File: src/rtl/sr_row_feeder.sv
// Row-buffered feeder for a DEPTH-stage parallel-out shift register: buffers one row, replays it
// gap-free, and reports the column/row of every complete same-row window on the register's p_out.
module sr_row_feeder #(
  parameter int unsigned DEPTH   = 3,
  parameter int unsigned ROW_LEN = 8,
  parameter int unsigned ROWS    = 8,
  localparam int unsigned ColW   = (ROW_LEN > 1) ? $clog2(ROW_LEN) : 1,
  localparam int unsigned RowW   = (ROWS > 1) ? $clog2(ROWS) : 1
) (
  input  logic            clock,
  input  logic            reset,
  input  logic [7:0]      in_data,
  input  logic            in_valid,
  output logic            in_ready,
  output logic [7:0]      sr_data,
  output logic            window_valid,
  output logic [ColW-1:0] window_col,
  output logic [RowW-1:0] window_row,
  output logic            frame_done
);

  localparam logic [ColW-1:0] LastCol  = ColW'(ROW_LEN - 1);
  localparam logic [ColW-1:0] FirstWin = ColW'(DEPTH - 1);
  localparam logic [ColW-1:0] LastWin  = ColW'(ROW_LEN - DEPTH);
  localparam logic [RowW-1:0] LastRow  = RowW'(ROWS - 1);

  typedef enum logic [0:0] {StFill, StDrain} state_e;

  state_e          state_q, state_d;
  logic [ColW-1:0] wr_ptr_q, wr_ptr_d;
  logic [ColW-1:0] rd_ptr_q, rd_ptr_d;
  logic [RowW-1:0] row_q, row_d;
  logic [7:0]      sr_data_q, sr_data_d;
  logic            sr_vld_q, sr_vld_d;
  logic [ColW-1:0] sr_k_q, sr_k_d;
  logic            win_valid_q, win_valid_d;
  logic [ColW-1:0] win_col_q, win_col_d;
  logic [RowW-1:0] win_row_q, win_row_d;
  logic            frame_done_q, frame_done_d;
  logic            buf_we;
  logic            win_hit;
  logic            row_last;
  logic [7:0]      buf_q [ROW_LEN];

  assign in_ready = (state_q == StFill);

  always_comb begin
    state_d   = state_q;
    wr_ptr_d  = wr_ptr_q;
    rd_ptr_d  = rd_ptr_q;
    sr_data_d = 8'h00;
    sr_vld_d  = 1'b0;
    sr_k_d    = rd_ptr_q;
    buf_we    = 1'b0;
    unique case (state_q)
      StFill: begin
        if (in_valid) begin
          buf_we = 1'b1;
          if (wr_ptr_q == LastCol) begin
            wr_ptr_d = '0;
            state_d  = StDrain;
          end else begin
            wr_ptr_d = wr_ptr_q + 1'b1;
          end
        end
      end
      StDrain: begin
        sr_data_d = buf_q[rd_ptr_q];
        sr_vld_d  = 1'b1;
        if (rd_ptr_q == LastCol) begin
          rd_ptr_d = '0;
          state_d  = StFill;
        end else begin
          rd_ptr_d = rd_ptr_q + 1'b1;
        end
      end
      default: state_d = StFill;
    endcase
  end

  // Window stage trails sr_data by one cycle, matching the shift register's own latency.
  always_comb begin
    win_hit      = sr_vld_q && (sr_k_q >= FirstWin);
    row_last     = win_hit && (sr_k_q == LastCol);
    win_valid_d  = win_hit;
    win_col_d    = win_hit ? (sr_k_q - FirstWin) : win_col_q;
    win_row_d    = win_hit ? row_q : win_row_q;
    frame_done_d = row_last && (row_q == LastRow);
    row_d        = row_q;
    if (row_last) begin
      row_d = (row_q == LastRow) ? '0 : row_q + 1'b1;
    end
  end

  always_ff @(posedge clock or negedge reset) begin
    if (!reset) begin
      state_q      <= StFill;
      wr_ptr_q     <= '0;
      rd_ptr_q     <= '0;
      row_q        <= '0;
      sr_data_q    <= 8'h00;
      sr_vld_q     <= 1'b0;
      sr_k_q       <= '0;
      win_valid_q  <= 1'b0;
      win_col_q    <= '0;
      win_row_q    <= '0;
      frame_done_q <= 1'b0;
    end else begin
      state_q      <= state_d;
      wr_ptr_q     <= wr_ptr_d;
      rd_ptr_q     <= rd_ptr_d;
      row_q        <= row_d;
      sr_data_q    <= sr_data_d;
      sr_vld_q     <= sr_vld_d;
      sr_k_q       <= sr_k_d;
      win_valid_q  <= win_valid_d;
      win_col_q    <= win_col_d;
      win_row_q    <= win_row_d;
      frame_done_q <= frame_done_d;
    end
  end

  always_ff @(posedge clock) begin
    if (buf_we) begin
      buf_q[wr_ptr_q] <= in_data;
    end
  end

  assign sr_data      = sr_data_q;
  assign window_valid = win_valid_q;
  assign window_col   = win_col_q;
  assign window_row   = win_row_q;
  assign frame_done   = frame_done_q;

endmodule

File: config.mk
export PLATFORM = sky130hd
export DESIGN_NAME = sr_row_feeder
export DESIGN_NICKNAME = d
export VERILOG_FILES = /design/src/rtl/sr_row_feeder.sv
export SDC_FILE = /design/constraint.sdc
export NUM_CORES = 1
export LEC_CHECK = 0
export BUFFER_PORTS_ARGS = -buffer_cell sky130_fd_sc_hd__buf_2
export CAP_MARGIN = 20
export CORE_MARGIN = 3
export CORE_UTILIZATION = 50
export CTS_CLUSTER_SIZE = 25
export DETAILED_ROUTE_END_ITERATION = 6
export GPL_TIMING_DRIVEN = 0
export PLACE_DENSITY = 0.69
export SLEW_MARGIN = 0
export SYNTH_ARGS = -nofsm -noshare
export SYNTH_HDL_FRONTEND = slang
export SYNTH_SLANG_ARGS = --single-unit
File: constraint.sdc
create_clock -name clock -period 1.85 [get_ports clock]
set_input_delay 0.37 -clock clock [delete_from_list [all_inputs] [get_ports clock]]
set_output_delay 0.37 -clock clock [all_outputs]
set_load 0.02 [all_outputs]
==> metrics.md, run 1 <==
| Metric | Value |
|---|---|
| Slew of the pin with the lowest slew margin | `0.678 ns` |
| Gate Count Post-Synth | `190` |
| # IOs | `28` |
| Starting density of the core | `52.5%` |
| Latest clock arrival within the worst-skew pair | `0.34 ns` |
| CP Capture Type | `flop` |
| FF-to-FF Start | `state_q$_DFF_PN0_` |
| Most frequent cells after synthesis | `edfxtp_1 (64), dfrtp_1 (30), nor2_1 (15)` |
| Die height | `91.2 um` |
| Synth area leaders | `edfxtp_1 (53%), dfrtp_1 (21%), mux4_2 (5.6%)` |
| DR iter-0 viols | `112` |
| Synthesized net count | `208` |
| IR drop worst, VDD | `0.000568 V` |
| Cells on worst reg2reg path | `4` |
| Post-synthesis register bit count | `94` |
| Final Setup Violations | `0` |
| Reg-to-reg slack, setup | `0.08 ns` |
| Routed Antenna Nets | `0` |
| Max-Cap Viols | `0` |
| Synth warnings | `0` |
| CTS Buffer Depth | `2` |
| Routed vias | `1,778` |
| Final Critical Period | `1.77 ns` |
| RePlAce Congestion | `0.710` |
| Max H-tree Level | `3` |
| Most Crowded Layer GR | `met2` |
| Fmax | `0.564 GHz` |
| Setup TNS | `0 ns` |
| GRT met1 Usage | `20.7%` |
| Root Buffer Master | `clkbuf_8` |
| Number of synthesized flops with an enable pin | `64` |
| Syn Area/Cell | `19.1 um^2` |
| PD cells | `1450 nW/um^2` |
| Layout net count | `256` |
| Vias/cell | `5.24` |
| Outcome | `finished, final reports clean` |
| Crit path largest cell delay | `0.48 ns` |
| Hold Fails Final Rpt | `0` |
| WP buf/inv | `2` |
| Reg-to-reg critical path endpoint | `buf_q[0][0]$_DFFE_PP_` |
| Gr usage total | `16.3%` |
| Worst Path Arrival | `1.83 ns` |
| CTS Buf Count | `9` |
| Post-synth top area share | `53.0%` |
| Mapped Area | `3630 um^2` |
| Layout fillers | `540` |
| Met2 usage | `26.9%` |
| Congestion Overflow GR | `0` |
| Family with the most delay on the worst path | `simple AND/OR/NAND/NOR gates` |
| Async SR Flop Fraction | `31.9%` |
| First-pass GRT wire length | `9.90 mm` |
| Clock slew seen by the registers of the worst setup and hold paths | `0.09 ns` |
| Static Leak | `1.69 nW` |
| Die Wd | `91.2 um` |
| Pin count of the biggest net entering global routing | `31` |
| Pre-CTS setup slack | `-0.287 ns` |
| Cell Rows | `30` |
| Vias in the first global route | `1,854` |
| WP data required | `1.91 ns` |
| Final cycle utilization of the critical path | `95.9%` |
| RSZ-0062 raised after global routing | `no` |
| Final setup margin | `0.0766 ns` |
| Hold WS | `0.0568 ns` |
| CTS tree | `built` |
| CTS Hold Bufs | `0` |
| Critical-path cell list | `nand2b_1 > clkbuf_1 > nor4_4 > buf_4` |
| Max-slew violation count | `0` |
| Area grow syn2layout | `17.0%` |
| Port bufs | `27` |
| Final core utilization | `61.5%` |
| Skew final | `0.0101 ns` |
| GRT met3 Usage | `3.48%` |
| Library cells used by synthesis | `25` |
| Diodes inserted | `0` |
| HPWL after detailed placement | `3.90 mm` |
| Part of the Yosys area used for sequential elements | `73.7%` |
| Setup crit start kind | `flop` |
| Crit Path Category | `flop to flop` |
| Sinks on Clock Net | `94` |
| DRC viols | `0` |
| Final wirelength | `6.27 mm` |
| Leading area contributor after synthesis | `edfxtp_1` |
| Pre-antenna DRT Iters | `4` |
| Full die area | `8310 um^2` |
| Average wire per standard cell | `18.5 um` |
| Slew margin rel. | `54.8%` |
| Core region area | `6910 um^2` |
| Hold Crit Class | `primary input to asynchronous set/reset pin` |
| Main synth FF type | `edfxtp_1` |
| Share of cells above drive strength 1 | `36.6%` |
| CP max FO | `8` |
| Count leader, synth | `edfxtp_1` |
| CP max-delay cell | `dfrtp_1` |
| Total power | `0.00618 W` |
| Initial antenna violation count | `0` |
==> logic make-up (layout without fill, tap and decap cells) <==
family	after synthesis	in the layout	share of synthesized area [%]
fa+ha+maj	7	7	2.41
compound gates	4	4	0.931
mux	35	35	16.2
buf+inv	14	67	2.28
flops	94	94	73.7
simple gates	36	36	4.45
==> through the flow <==
step	area (um^2)	cells
floorplan	3630	190
global placement	3890	313
detailed placement	3920	315
CTS	4120	330
global route	4250	339
finish	4250	339
==> placed cells by master, fill, tap and decap left out, types with 4 or more instances in the layout <==
master and n:
nor3_4 4, ha_1 7, edfxtp_1 64, buf_4 11, inv_1 6, nand2_1 7
clkbuf_8 10, dfrtp_1 30, buf_2 29, mux2i_1 9, mux2_2 10, mux4_1 7
nor2_1 12, mux4_2 9
==> final cells by class <==
type	instances	area, um^2	share of cell area (%)
sequential	94	2670	63.0
clock buffer	11	141	3.33
buffer	6	52.6	1.24
multi-input combinational	82	957	22.5
timing repair buffer	38	230	5.42
inverter	7	30.0	0.707
tap	96	120	2.83
clock inverter	5	41.3	0.973
==> per-layer routing <==
metal,wire [um],part of all wire (%)
met3,221,3.5
met2,3200,51
met1,2780,44
met5,0,0
met4,68,1.1
==> power breakdown <==
part	switching [W]	internal, W
sequential	0.000264	0.00268
combinational	0.00106	0.000933
clock	0.000697	0.000538
total	0.00203	0.00415
==> state kept, by name, indices dropped and copies added, names as in the netlist <==
| signal | count |
|---|---|
| buf_q | 64 |
| frame_done | 1 |
| rd_ptr_q | 3 |
| row_q | 3 |
| sr_data | 8 |
| sr_k_q | 3 |
| sr_vld_q | 1 |
| state_q | 1 |
| window_col | 3 |
| window_row | 3 |
| window_valid | 1 |
| wr_ptr_q | 3 |
==> worst max path at each step <==
| stage | startpoint | end | slack, ns | cells past startpoint |
|---|---|---|---|---|
| global placement | state_q$_DFF_PN0_ | buf_q[1][5]$_DFFE_PP_ | -0.60 | 3 |
| global route | state_q$_DFF_PN0_ | buf_q[3][0]$_DFFE_PP_ | 0.02 | 3 |
| detailed placement | in_valid | buf_q[2][1]$_DFFE_PP_ | -0.29 | 5 |
| CTS | state_q$_DFF_PN0_ | buf_q[5][6]$_DFFE_PP_ | -0.19 | 3 |
| floorplan | state_q$_DFF_PN0_ | buf_q[1][0]$_DFFE_PP_ | 0.09 | 3 |
| finish | state_q$_DFF_PN0_ | buf_q[0][0]$_DFFE_PP_ | 0.08 | 4 |
==> what timing repair did <==
action                                  CTS  global route
gates resized for setup                   5             9
endpoints found under the setup margin   61            61
setup buffers                             0             9
pin swaps                                 0             5
(Power assumes the default switching activity.)
==> inputs of run 2 (changes only) <==
--- a/config.mk
+++ b/config.mk
@@ -6,13 +6,13 @@
 export NUM_CORES = 1
 export LEC_CHECK = 0
 export BUFFER_PORTS_ARGS = -buffer_cell sky130_fd_sc_hd__buf_2
-export CAP_MARGIN = 20
 export CORE_MARGIN = 3
-export CORE_UTILIZATION = 50
+export CORE_UTILIZATION = 51
+export CTS_CLUSTER_DIAMETER = 40
 export CTS_CLUSTER_SIZE = 25
 export DETAILED_ROUTE_END_ITERATION = 6
 export GPL_TIMING_DRIVEN = 0
-export PLACE_DENSITY = 0.69
+export PLACE_DENSITY = 0.7
 export SLEW_MARGIN = 0
 export SYNTH_ARGS = -nofsm -noshare
 export SYNTH_HDL_FRONTEND = slang
==> metrics.md, run 2 (synthesis gave the netlist of run 1 again) <==
| Metric | Value |
|---|---|
| CP max FO | `8` |
| WP buf/inv | `0` |
| Critical-path cell list | `nor2b_1 > nand2_1 > nor2_2` |
| HPWL after detailed placement | `3.59 mm` |
| CTS Hold Bufs | `0` |
| Crit path largest cell delay | `0.52 ns` |
| Share of cells above drive strength 1 | `33.3%` |
| Hold WS | `0.0352 ns` |
| Final Critical Period | `1.83 ns` |
| Register Area | `2670 um^2` |
| Full die area | `8160 um^2` |
| Die height | `90.3 um` |
| Cells on worst reg2reg path | `3` |
| Clock slew seen by the registers of the worst setup and hold paths | `0.08 ns` |
| Crit path capture | `buf_q[7][0]$_DFFE_PP_` |
| DR iter-0 viols | `140` |
| Hold Crit Class | `primary input to asynchronous set/reset pin` |
| Initial antenna violation count | `0` |
| Final cycle utilization of the critical path | `99.1%` |
| Max reg flops | `64` |
| Family with the most delay on the worst path | `simple AND/OR/NAND/NOR gates` |
| DRC viols | `0` |
| Vias in the first global route | `1,696` |
| Worst Path Arrival | `1.83 ns` |
| Layout fillers | `504` |
| RSZ-0062 raised after global routing | `yes` |
| FF-to-FF Start | `state_q$_DFF_PN0_` |
| Crit Path Category | `flop to flop` |
| Gr usage total | `15.4%` |
| Final wirelength | `5.76 mm` |
| Hold Fails Final Rpt | `0` |
| Multi-input gate area | `940 um^2` |
| CTS Buffer Depth | `2` |
| Setup TNS | `0 ns` |
| WP data required | `1.85 ns` |
| Area grow syn2layout | `15.3%` |
| Congestion Overflow GR | `0` |
| Critical Path Start | `state_q$_DFF_PN0_` |
| Pin count of the biggest net entering global routing | `31` |
| CP max-delay cell | `nor2_2` |
| Fmax | `0.546 GHz` |
| Slew margin rel. | `56.0%` |
| CTS tree | `built` |
| Cell Rows | `30` |
| Pre-CTS setup slack | `-0.598 ns` |
| # IOs | `28` |
| Max-Cap Viols | `0` |
| CP Capture Type | `flop` |
| Largest register by flop count | `buf_q` |
| Most frequent cells in the layout | `edfxtp_1 (64), dfrtp_1 (30), buf_2 (29)` |
| Static Leak | `1.66 nW` |
| Sinks on Clock Net | `94` |
| Worst path depth | `3` |
| Final setup margin | `0.0172 ns` |
| Die Wd | `90.3 um` |
| Max-slew violation count | `0` |
| Outcome | `finished, final reports clean` |
| Setup crit start kind | `flop` |
| Layout net count | `247` |
| Latest clock arrival within the worst-skew pair | `0.36 ns` |
| Slew of the pin with the lowest slew margin | `0.660 ns` |
| Core region area | `6830 um^2` |
| Reg-to-reg slack, setup | `0.02 ns` |
| Max H-tree Level | `3` |
| First-pass GRT wire length | `9.07 mm` |
| PD cells | `1470 nW/um^2` |
| Port bufs | `27` |
| RePlAce Congestion | `0.711` |
| Routed Antenna Nets | `0` |
| Average wire per standard cell | `17.5 um` |
| Routed vias | `1,733` |
| Pre-antenna DRT Iters | `4` |
| Diodes inserted | `0` |
| Reg-to-reg critical path endpoint | `buf_q[7][0]$_DFFE_PP_` |
| CTS Buf Count | `9` |
| Skew final | `0.00707 ns` |
| Starting density of the core | `53.1%` |
| Final Setup Violations | `0` |
| IR drop worst, VDD | `0.000681 V` |
| Root Buffer Master | `clkbuf_8` |
| Vias/cell | `5.25` |
| Commonest non-fill, non-tap cell in the layout | `edfxtp_1` |
==> run 2: cell types whose count changed in the layout (fill, tap and decap cells not counted), sizes merged <==
cell	change
bufinv	+1
clkinvlp	-1
buf	-9
inv	+1
clkbuf	-2
clkinv	+1
==> run 2: stage by stage <==
step / std cells / total power, W / utilization, % / instance area [um^2]
3_5_place_dp: 313 / 0.00477 / 57.0 / 3890
4_1_cts: 329 / 0.00616 / 60.8 / 4160
2_1_floorplan: 190 / 0.00425 / - / 3630
5_1_grt: 330 / 0.00648 / 61.2 / 4180
3_3_place_gp: 313 / 0.00473 / 56.9 / 3890
6_report: 330 / 0.00613 / 61.2 / 4180
==> run 2: final cells by class <==
type	instances	area share [%]
Clock inverter	7	1.71
Sequential cell	94	63.9
Clock buffer	9	2.96
Inverter	7	0.628
Multi-Input combinational cell	82	22.5
Tap cell	96	2.87
Buffer	6	1.26
Timing Repair Buffer	29	4.19
==> run 2: worst reg2reg max path: stages, from the launching register on <==
cell	delay, ns
dfrtp_1	0.45
nor2b_1	0.28
nand2_1	0.23
nor2_2	0.52
==> run 2: per-layer routing <==
layer  vias up  GRT usage [%]  wire (um)  part of all wire [%]
li1        804              -          -                     -
met1       878           19.4       2390                    41
met2        45           25.1       2960                    51
met3         6           5.42        346                   6.0
met4         0           5.36         63                   1.1
met5         -              0          0                     0
==> run 2: how the worst min path moves through the flow <==
stage | end | slack [ns] | cells past startpoint | start
after floorplan | frame_done$_DFF_PN0_ | 0.07 | 0 | reset
after global routing | wr_ptr_q[0]$_DFFE_PN0P_ | 0.07 | 1 | reset
final | window_col[2]$_DFFE_PN0P_ | 0.04 | 1 | reset
after global placement | sr_k_q[2]$_DFF_PN0_ | 0.40 | 0 | rd_ptr_q[2]$_DFFE_PN0P_
after detailed placement | sr_k_q[2]$_DFF_PN0_ | 0.40 | 0 | rd_ptr_q[2]$_DFFE_PN0P_
after CTS | window_col[2]$_DFFE_PN0P_ | 0.05 | 1 | reset
==> run 2: report_power, final <==
| group | internal [W] | switching [W] |
|---|---|---|
| clock | 0.000626 | 0.000685 |
| combinational | 0.000884 | 0.00100 |
| sequential | 0.00268 | 0.000248 |
==> run 2: what timing repair did <==
| action | in CTS | in global routing |
|---|---|---|
| gates resized for setup | 10 | 1 |
| buffers inserted | 1 | 1 |
| pin swaps | 1 | 3 |
| setup endpoints to repair | 65 | 51 |
==> inputs of run 3 (changes only) <==
--- a/config.mk
+++ b/config.mk
@@ -13,6 +13,7 @@
 export DETAILED_ROUTE_END_ITERATION = 6
 export GPL_TIMING_DRIVEN = 0
 export PLACE_DENSITY = 0.7
+export RECOVER_POWER = 25
 export SLEW_MARGIN = 0
 export SYNTH_ARGS = -nofsm -noshare
 export SYNTH_HDL_FRONTEND = slang
==> metrics.md, run 3 (synthesis gave the netlist of run 1 again) <==
| Metric | Value |
|---|---|
| Outcome | `finished, final reports clean` |
| DRC viols | `0` |
| Final Setup Violations | `0` |
| Latest clock arrival within the worst-skew pair | `0.35 ns` |
| Congestion Overflow GR | `0` |
| CTS tree | `built` |
| First-pass GRT wire length | `9.07 mm` |
| Clock slew seen by the registers of the worst setup and hold paths | `0.08 ns` |
| Slew margin rel. | `56.1%` |
| Pin count of the biggest net entering global routing | `31` |
| Final cycle utilization of the critical path | `98.9%` |
| Setup crit start kind | `flop` |
| # IOs | `28` |
| Routed vias | `1,727` |
| Starting density of the core | `53.1%` |
| Max H-tree Level | `3` |
| Share of cells above drive strength 1 | `30.8%` |
| Most frequent cells in the layout | `edfxtp_1 (64), dfrtp_1 (30), buf_2 (23)` |
| Routed Antenna Nets | `0` |
| Total power | `0.00612 W` |
| Post-DP Area | `3890 um^2` |
| Max reg flops | `64` |
| Layout net count | `247` |
| CTS Buf Count | `9` |
| Cell Rows | `30` |
| CTS Buffer Depth | `2` |
| Max-Cap Viols | `0` |
| CP Capture Type | `flop` |
| DR iter-0 viols | `129` |
| Final wirelength | `5.78 mm` |
| PD cells | `1470 nW/um^2` |
| Final Cell Area | `4170 um^2` |
| Port bufs | `27` |
| Core region area | `6830 um^2` |
| Vias/cell | `5.23` |
| Vias in the first global route | `1,696` |
| Layout fillers | `509` |
| Die height | `90.3 um` |
| Hold WS | `0.0389 ns` |
| Gr usage total | `15.4%` |
| Hold Crit Class | `primary input to asynchronous set/reset pin` |
| WP data required | `1.84 ns` |
| Fmax | `0.547 GHz` |
| Max-slew violation count | `0` |
| Static Leak | `1.64 nW` |
| Hold Fails Final Rpt | `0` |
| Crit Path Category | `flop to flop` |
| Final Critical Period | `1.83 ns` |
| Die Wd | `90.3 um` |
| Pre-antenna DRT Iters | `4` |
| IR drop worst, VDD | `0.000680 V` |
| Worst Path Arrival | `1.82 ns` |
| Area grow syn2layout | `15.1%` |
| Skew final | `0.00645 ns` |
| Sinks on Clock Net | `94` |
| Diodes inserted | `0` |
| HPWL after detailed placement | `3.59 mm` |
| Average wire per standard cell | `17.5 um` |
| RePlAce Congestion | `0.711` |
| Full die area | `8160 um^2` |
| CP max FO | `8` |
| Largest register by flop count | `buf_q` |
| Commonest non-fill, non-tap cell in the layout | `edfxtp_1` |
| RSZ-0062 raised after global routing | `yes` |
| Root Buffer Master | `clkbuf_8` |
| Slew of the pin with the lowest slew margin | `0.659 ns` |
| Initial antenna violation count | `0` |
-- run 3: changes by cell type in the layout (fill, tap and decap cells not counted) --
cell / delta
buf_2: -6
clkbuf_1: +6
-- run 3: routing by layer --
layer  track usage (%)  routed length, um  vias to the layer above
met3              5.42                263                        6
met5                 0                  0                        -
met4              5.36                 55                        0
li1                  -                  -                      804
met2              25.1               2970                       40
met1              19.4               2490                      877
-- run 3: cell type report --
| class | count | area, um^2 | area share [%] |
|---|---|---|---|
| inverters | 7 | 26.3 | 0.629 |
| clock buffers | 9 | 124 | 2.97 |
| clock inverters | 7 | 71.3 | 1.71 |
| repair buffers | 29 | 168 | 4.02 |
| flip-flops and latches | 94 | 2670 | 64.0 |
| multi-input cells | 82 | 940 | 22.5 |
| plain buffers | 6 | 52.6 | 1.26 |
| well taps | 96 | 120 | 2.88 |
-- run 3: worst paths after layout --
kind	startpoint	to	slack (ns)	depth (start not counted)
worst max-delay path	state_q$_DFF_PN0_	buf_q[3][0]$_DFFE_PP_	0.02	3
worst min-delay path	reset	window_col[2]$_DFFE_PN0P_	0.04	1
worst max register to register	state_q$_DFF_PN0_	buf_q[3][0]$_DFFE_PP_	0.02	3
worst min register to register	rd_ptr_q[2]$_DFFE_PN0P_	sr_k_q[2]$_DFF_PN0_	0.41	0
max in group asynchronous	reset	sr_data[0]$_DFF_PN0_	1.38	1
min in group clock	in_data[0]	buf_q[1][0]$_DFFE_PP_	0.31	1
-- run 3: power breakdown --
part / leakage (nW) / total, W / switching (W) / internal (W)
clock: 0.0937 / 0.00130 / 0.000679 / 0.000626
sequential: 0.967 / 0.00293 / 0.000248 / 0.00268
combinational: 0.580 / 0.00189 / 0.00100 / 0.000882
total: 1.64 / 0.00612 / 0.00193 / 0.00419
-- run 3: what timing repair did --
| action | in CTS | in global routing |
|---|---|---|
| gates resized for setup | 10 | 1 |
| buffers inserted | 1 | 1 |
| hold buffers | 0 | 0 |
| setup endpoints to repair | 65 | 51 |
| pin swaps | 1 | 3 |
-- run 3: worst max-delay path, stage by stage, from the launching register on --
cell and delay [ns]:
dfrtp_1 0.45, nor2b_1 0.28, nand2_1 0.23, nor2_2 0.52
-- run 3: through the flow --
step	util (%)	setup TNS (ns)	std cells	setup slack, ns
floorplan	-	0	190	0.0934
global placement	56.9	-20.94	313	-0.583
detailed placement	57.0	-19.03	313	-0.598
CTS	60.8	-0.980	329	-0.117
global route	61.1	-2.91	330	-0.140
finish	61.1	0	330	0.0209
